[config.mk]
export PLATFORM = sky130hd
export DESIGN_NAME = pipeline_hazard_ctrl
export DESIGN_NICKNAME = d
export VERILOG_FILES = /design/src/rtl/pipeline_hazard_ctrl.sv
export SDC_FILE = /design/constraint.sdc
export NUM_CORES = 1
export LEC_CHECK = 0
export BUFFER_PORTS_ARGS = -buffer_cell sky130_fd_sc_hd__buf_4
export CAP_MARGIN = 20
export CORE_MARGIN = 5
export CORE_UTILIZATION = 40
export CTS_CLUSTER_DIAMETER = 30
export DETAILED_ROUTE_END_ITERATION = 8
export PLACE_DENSITY = 0.59
export SYNTH_ARGS = -nofsm -noshare
export SYNTH_HDL_FRONTEND = slang
export SYNTH_HIERARCHICAL = 1
export SYNTH_SLANG_ARGS = --single-unit
[constraint.sdc]
create_clock -name clk -period 3.05 [get_ports clk]
set_input_delay 0.305 -clock clk [delete_from_list [all_inputs] [get_ports clk]]
set_output_delay 0.305 -clock clk [all_outputs]
set_load 0.05 [all_outputs]
[src/rtl/pipeline_hazard_ctrl.sv]
// pipeline_hazard_ctrl
//   Control shadow of an in-order pipeline. Tracks a per-stage tag
//   (valid, rd, wen, load, rs1/rs2 + use flags) and derives valids, the
//   front-end stall, load-use bubbles, redirect squashes, operand bypass
//   selects for the read stage and the register-file commit strobe.
//   Stage 0 is fetch, stage STAGES-1 is writeback.
// Ports
//   clk, rst               clock (rising), asynchronous active-high reset
//   f_*                    stage-0 instruction tag
//   redir_valid/_stage     redirect resolved this cycle and its stage index
//   stage_valid            per-stage valid bits
//   stall_f                hold stages 0..RD_STAGE
//   fwd_sel_a/_b           bypass select: 0 = regfile, k = stage RD_STAGE+k
//   commit_wen/_rd         register-file write strobe and address

// Per-stage producer compare against the operand-read stage sources.
module phc_stage_match (
  input  logic       valid,
  input  logic       wen,
  input  logic [4:0] rd,
  input  logic [4:0] rs1,
  input  logic [4:0] rs2,
  input  logic       use1,
  input  logic       use2,
  output logic       hit1,
  output logic       hit2
);
  logic wr_ok;
  // x0 is never a real producer
  assign wr_ok = valid && wen && (rd != 5'd0);
  assign hit1  = wr_ok && use1 && (rd == rs1);
  assign hit2  = wr_ok && use2 && (rd == rs2);
endmodule

module pipeline_hazard_ctrl #(
  parameter int STAGES     = 6,
  parameter int RD_STAGE   = 2,
  parameter int LOAD_STAGE = 4,
  parameter int SEL_W      = $clog2(STAGES - RD_STAGE)
) (
  input  logic                      clk,
  input  logic                      rst,
  input  logic                      f_valid,
  input  logic [4:0]                f_rs1,
  input  logic [4:0]                f_rs2,
  input  logic [4:0]                f_rd,
  input  logic                      f_use_rs1,
  input  logic                      f_use_rs2,
  input  logic                      f_wen,
  input  logic                      f_load,
  input  logic                      redir_valid,
  input  logic [$clog2(STAGES)-1:0] redir_stage,
  output logic [STAGES-1:0]         stage_valid,
  output logic                      stall_f,
  output logic [SEL_W-1:0]          fwd_sel_a,
  output logic [SEL_W-1:0]          fwd_sel_b,
  output logic                      commit_wen,
  output logic [4:0]                commit_rd
);
  localparam int RW = $clog2(STAGES);
  localparam int NB = STAGES - RD_STAGE - 1;     // producers younger than W..X
  localparam int NH = LOAD_STAGE - RD_STAGE - 1; // stages where load data is not ready

  typedef struct packed {
    logic       valid;
    logic [4:0] rd;
    logic [4:0] rs1;
    logic [4:0] rs2;
    logic       wen;
    logic       load;
    logic       use1;
    logic       use2;
  } tag_t;

  tag_t [STAGES-1:0] tag_q, tag_d;
  tag_t              f_tag, d2;
  logic [NB-1:0]     hit1, hit2;
  logic              hz, kill_rd;
  int                redir_i;
  logic              unused_tag_bits;

  assign f_tag = '{valid: f_valid, rd: f_rd, rs1: f_rs1, rs2: f_rs2,
                   wen: f_wen, load: f_load, use1: f_use_rs1, use2: f_use_rs2};
  assign d2      = tag_q[RD_STAGE];
  assign redir_i = 32'(redir_stage);

  // hit*[k] refers to stage RD_STAGE+1+k
  for (genvar k = 0; k < NB; k++) begin : g_match
    phc_stage_match u_match (
      .valid (tag_q[RD_STAGE+1+k].valid),
      .wen   (tag_q[RD_STAGE+1+k].wen),
      .rd    (tag_q[RD_STAGE+1+k].rd),
      .rs1   (d2.rs1),
      .rs2   (d2.rs2),
      .use1  (d2.use1),
      .use2  (d2.use2),
      .hit1  (hit1[k]),
      .hit2  (hit2[k])
    );
  end

  always_comb begin
    hz = 1'b0;
    for (int k = 0; k < NH; k++)
      if (tag_q[RD_STAGE+1+k].load && (hit1[k] || hit2[k])) hz = 1'b1;
    hz = hz && d2.valid;
  end

  // A squash past the read stage removes the consumer, so the stall is moot.
  assign kill_rd = redir_valid && (redir_stage > RW'(RD_STAGE));
  assign stall_f = hz && !kill_rd;

  // Scan oldest to youngest so the youngest matching producer wins.
  always_comb begin
    fwd_sel_a = '0;
    fwd_sel_b = '0;
    for (int k = NB - 1; k >= 0; k--) begin
      if (hit1[k]) fwd_sel_a = SEL_W'(k + 1);
      if (hit2[k]) fwd_sel_b = SEL_W'(k + 1);
    end
  end

  always_comb begin
    for (int i = 0; i < STAGES; i++) stage_valid[i] = tag_q[i].valid;
  end

  assign commit_wen = tag_q[STAGES-1].valid && tag_q[STAGES-1].wen &&
                      (tag_q[STAGES-1].rd != 5'd0);
  assign commit_rd  = tag_q[STAGES-1].rd;

  always_comb begin
    tag_d = tag_q;
    if (stall_f) begin
      // front end holds, a bubble enters the stage after the read stage
      tag_d[RD_STAGE+1] = '0;
      for (int i = RD_STAGE + 2; i < STAGES; i++) tag_d[i] = tag_q[i-1];
      // held entries younger than the redirecting stage are dropped in place
      if (redir_valid)
        for (int i = 0; i <= RD_STAGE; i++)
          if (i < redir_i) tag_d[i].valid = 1'b0;
    end else begin
      tag_d[0] = f_tag;
      for (int i = 1; i < STAGES; i++) tag_d[i] = tag_q[i-1];
      // entries landing at or before the redirecting stage are wrong-path
      if (redir_valid)
        for (int i = 1; i < STAGES; i++)
          if (i <= redir_i) tag_d[i].valid = 1'b0;
    end
  end

  always_ff @(posedge clk or posedge rst) begin
    if (rst) tag_q <= '0;
    else     tag_q <= tag_d;
  end

  // source fields of the last stage are carried but never consulted
  assign unused_tag_bits = ^{tag_q[STAGES-1].rs1, tag_q[STAGES-1].rs2,
                             tag_q[STAGES-1].load, tag_q[STAGES-1].use1,
                             tag_q[STAGES-1].use2};
endmodule
Yosys cells after proc, flatten, opt, wreduce, memory -nomap -nowiden
Index checks and enable logic that the tools add are counted.
- order comparisons: 9
- muxes and demuxes: 26
- reduce and logical (&&, ||, !) cells: 30
- equality and inequality tests: 10
- operators with widths (operator ; number):
    61-bit 2-to-1 mux ; 1
    5-bit == test ; 6
    1-bit logical AND ; 22
    1-bit 2-to-1 mux ; 19
    5-bit nonzero test ; 3
    2-bit 2-to-1 mux ; 6
    2-bit by 3-bit less-or-equal comparator with 1-bit output, first input constant ; 2
    3-bit less-or-equal comparator, first input constant ; 2
    1-bit by 3-bit less-than comparator with 1-bit output, first input constant ; 2
    2-bit by 1-bit != test with 1-bit output, second input constant ; 3
    2-bit AND reduction ; 3
    3-bit by 2-bit > comparator with 1-bit output, second input constant ; 1
    1-bit by 3-bit less-or-equal comparator with 1-bit output, first input constant ; 1
    2-bit by 3-bit less-than comparator with 1-bit output, first input constant ; 1
    2-bit != test, second input constant ; 1
    1-bit zero test ; 1
    1-bit logical OR ; 1
- input port bits: 26
- register bits: 107

Depth between registers and ports, before layout
- depth in word-level cells: 11
- mapped depth: 8
- gate-level depth less buffers: 6

Cells and area by module
The synthesis kept the hierarchy.
- by module, submodules not included (module ; area each (um2) ; sequential area each (um2) ; cells each ; instances):
    pipeline_hazard_ctrl ; 3151.8 ; 2052.0 ; 194 ; 1
    phc_stage_match ; 137.6 ; 0.0 ; 18 ; 3

Worst setup path before layout
Ideal clock, no wire load.
- kind: register to output
- start point: reg tag_q (netlist bit d2[10])
- end point: out stall_f
- data arrival time: 1874 ps
- path buffers: 2
- slack: 871 ps
- cell stages (with the launch flop): 8
- path through: dfrtp_1 xnor2_1 nand4_1 nor3_1 o211ai_2 a21oi_2 buf_6 buf_2
- cells in the longest elaborated chain, start to end: 7
- ends and longest elaborated chain (what ; RTL line ; text):
    start: declaration ; 75 ; tag_t [STAGES-1:0] tag_q, tag_d;
    start signal: assignment ; 153 ; else tag_q <= tag_d;
    5-bit == test ; 31 ; assign hit1 = wr_ok && use1 && (rd == rs1);
    1-bit logical AND ; 31 ;
    net hit1[0] ; 77 ; logic [NB-1:0] hit1, hit2;
    1-bit logical OR ; 105 ; if (tag_q[RD_STAGE+1+k].load && (hit1[k] || hit2[k])) hz = 1'b1;
    1-bit logical AND ; 105 ;
    1-bit 2-to-1 mux ; 105 ;
    1-bit logical AND ; 106 ; hz = hz && d2.valid;
    1-bit logical AND ; 111 ; assign stall_f = hz && !kill_rd;
    end: declaration ; 54 ; output logic stall_f,
The timed path passes the listed nets, and every way through them passes these cells.

Worst setup path in the final report
- start point: reg tag_q[76] in the netlist's numbering
- end point: out stall_f
- cells in the longest elaborated chain, start to end: 9
- elaborated cells on any way between the ends: 13
- those cells by class: 2 x eq/ne; 1 x mux; 10 x reduce/logical
- ends and longest elaborated chain (what ; RTL line ; text):
    5-bit nonzero test ; 30 ; assign wr_ok = valid && wen && (rd != 5'd0);
    1-bit logical AND ; 30 ;
    1-bit logical AND ; 31 ;
    1-bit logical AND * ; 31 ;
    net hit1[0] ; 77 ;
    1-bit logical OR * ; 105 ;
    1-bit logical AND * ; 105 ;
    1-bit 2-to-1 mux * ; 105 ;
    1-bit logical AND * ; 106 ;
    1-bit logical AND * ; 111 ;
Mark *: on every way through the listed nets, which the timed path passes. The rest lies on a longest branch.

==> summary.txt <==
GRT
  • GR Util met1: 0.149
  • M2 GR Usage: 0.175
  • Largest net degree at the start of global routing: 56
  • First-pass GRT wire length: 10100 um
  • Overflow after GRT: 0
  • Antenna violations before repair: 0
  • GRT busiest layer: met2
  • Vias in the first global route: 2044
  • Routing usage on met3: 0.0242
  • GRT Total Usage: 0.114

Detailed routing
  • Initial DRC count: 42
  • WL/cell: 14.5 um
  • Vias per cell: 4.74
  • Routed WL: 5790 um
  • 1st-pass router iterations: 4
  • ANT nets after route: 0
  • DR vias: 1894
  • Residual DRC count: 0

Clock network
  • CTS buffer count: 9
  • CTS tree: yes
  • H-tree levels: 3
  • Clk buf depth: 2
  • Clock transition at the registers of the reported paths: 0.09 ns
  • Worst-Skew Late Latency: 0.34 ns
  • Sink Count: 82
  • Clock root buffer master: clkbuf_8

Worst setup path
  • Setup crit end kind: output pin
  • Startpoint types: flop
  • CP Class: reg -> out
  • CP max stage delay: 0.52 ns
  • Critical Path AT: 2.51 ns
  • Critical path required time: 2.74 ns
  • Crit-path max FO: 9
  • Crit path cell chain: xnor2_1, nand4_1, nor3_1, o211ai_2, a21oi_4, buf_4
  • Crit-path slowest cell: nor3_1

Timing
  • Hold slack: 0.171 ns
  • Rel. slew slack: 0.600
  • Setup TNS Final: 0 ns
  • RSZ-0062 raised after global routing: no
  • Worst-Margin Slew: 0.595 ns
  • Crit path time final: 2.82 ns
  • Final Skew: 0.0118 ns
  • Period utilization: 0.924
  • Final Hold Viols: 0
  • Count of final max-slew check failures: 0
  • Setup violators final: 0
  • Fmax: 0.355 GHz

Cells and area
  • Post-layout util: 0.474
  • Share of cells above drive strength 1: 0.425
  • Final nets: 313
  • Ant. Diodes: 0
  • Area Growth Syn to Fin: 15.9%
  • Final Instance Area: 4130 sq um

Floorplanning
  • Row count: 34
  • Die width: 104 um
  • Chip Height: 104 um
  • Initial Util: 0.409
  • CORE AREA: 8720 sq um
  • Die ar.: 10900 sq um
  • I/O Pins: 43

Synth
  • Syn Area/Cell: 14.4 sq um
  • Sequential share of the synthesized area: 0.576
  • Flops & latches, synth: 82
  • Syn. warnings: 6
  • Synth Net Count: 274
  • Cells after Synth: 248
  • Synth async-reset ratio: 1.00
  • Post-synth EDFFs: 0
  • Unique masters post-synth: 28
  • Syn Std Cell Area: 3560 sq um
  • Top_reg_cell synth: dfrtp_1

Min path
  • Hold Crit Class: in -> reg

Run
  • Max-cap violations: 0

Power and ir drop
  • Pwr Density: 523 nW/um^2
  • Cell leakage power: 1.78 nW
  • Worst IR drop on VDD: 225 uV

Run status
  • Status: finished clean

Place
  • HPWL Detailed: 4120 um
  • Cell area after placement: 3920 sq um
  • # port buffers: 42
  • GPL Wtd Cong: 0.766
state kept, by name (all words and copies together) (netlist names):
register and count:
d2 19, commit_rd 5, tag_q 52, stage_valid 6
stage by stage:
step | cells | worst slack, ns | power, mW
final | 400 | 0.232 | 2.16
after global routing | 400 | 0.102 | 2.28
after CTS | 400 | 0.227 | 2.20
after detailed placement | 383 | 0.439 | 1.41
after global placement | 383 | 0.485 | 1.40
after floorplan | 248 | 0.637 | 1.34
cells in the mapped netlist, types with 2 or more instances:
library cell | number | area [sq um]
a21o_1 | 4 | 30.0
a21oi_1 | 2 | 10.0
buf_12 | 2 | 40.0
buf_4 | 14 | 105
dfrtp_1 | 82 | 2050
inv_1 | 4 | 15.0
mux2_2 | 37 | 417
mux2_4 | 20 | 300
nand2_1 | 8 | 30.0
nand4_1 | 6 | 37.5
nor2_1 | 5 | 18.8
nor2b_1 | 7 | 43.8
nor3_1 | 6 | 30.0
o211ai_2 | 4 | 50.1
o21ai_0 | 3 | 15.0
or4_1 | 3 | 22.5
xnor2_1 | 30 | 263
cell families (layout without fill, tap and decap cells):
family / after synthesis / in the layout / synth area share
compound gates: 19 / 19 / 0.0439
xor+xnor: 30 / 30 / 0.0737
mux: 57 / 57 / 0.201
simple gates: 38 / 38 / 0.0562
flops: 82 / 82 / 0.576
buf+inv: 22 / 66 / 0.0495
layout make-up:
| type | instances | area, sq um |
|---|---|---|
| Clock buffer | 9 | 124 |
| Tap cell | 108 | 135 |
| Fill cell | 785 | 4590 |
| Clock inverter | 7 | 76.3 |
| Sequential cell | 82 | 2050 |
| Timing Repair Buffer | 46 | 385 |
| Inverter | 4 | 16.3 |
| Multi-Input combinational cell | 144 | 1340 |
final timing paths:
check	slack, ns	startpoint	cells past startpoint	to
min in group asynchronous	0.53	rst	3	tag_q[3]
max in group asynchronous	1.89	rst	4	d2[5]
worst min-delay path	0.17	redir_stage[2]	2	stage_valid[4]
worst min register to register	0.40	tag_q[83]	0	tag_q[103]
worst max register to register	0.41	tag_q[76]	7	tag_q[27]
worst max-delay path	0.23	tag_q[76]	6	stall_f
cells in the final DEF (no fill, tap or decap), types with 3 or more instances in the layout:
cell type and count:
a21o_1 4, buf_12 3, buf_4 42, clkbuf_8 9, dfrtp_1 82, inv_1 3
mux2_2 37, mux2_4 20, nand2_1 8, nand4_1 6, nor2_1 5, nor2b_1 7
nor3_1 6, o211ai_2 4, o21ai_0 3, or4_1 3, xnor2_1 30
where the power goes:
part / total (mW) / switching [mW] / internal, mW
sequential: 1.19 / 0.0518 / 1.14
combinational: 0.189 / 0.0854 / 0.104
clock: 0.780 / 0.396 / 0.384
total: 2.16 / 0.533 / 1.63
per-layer routing:
layer / vias up / part of all wire
li1: 924 / -
met1: 931 / 0.47
met2: 29 / 0.47
met3: 10 / 0.032
met4: 0 / 0.025
met5: - / 0
critical path: cells and delay by family (launching register included):
family          cells  cell delay (ns)
flops               1             0.46
simple gates        2             0.65
xor+xnor            1             0.19
compound gates      2             0.59
buf+inv             1             0.28
repair_timing:
item / in CTS / in global routing
hold buffers: 1 / 0
endpoints found under the setup margin: 0 / 0
gates resized for setup: 0 / 0
hold endpoints to repair: 27 / 0
setup buffers: 0 / 0
Power figures use the tool's default switching activity.
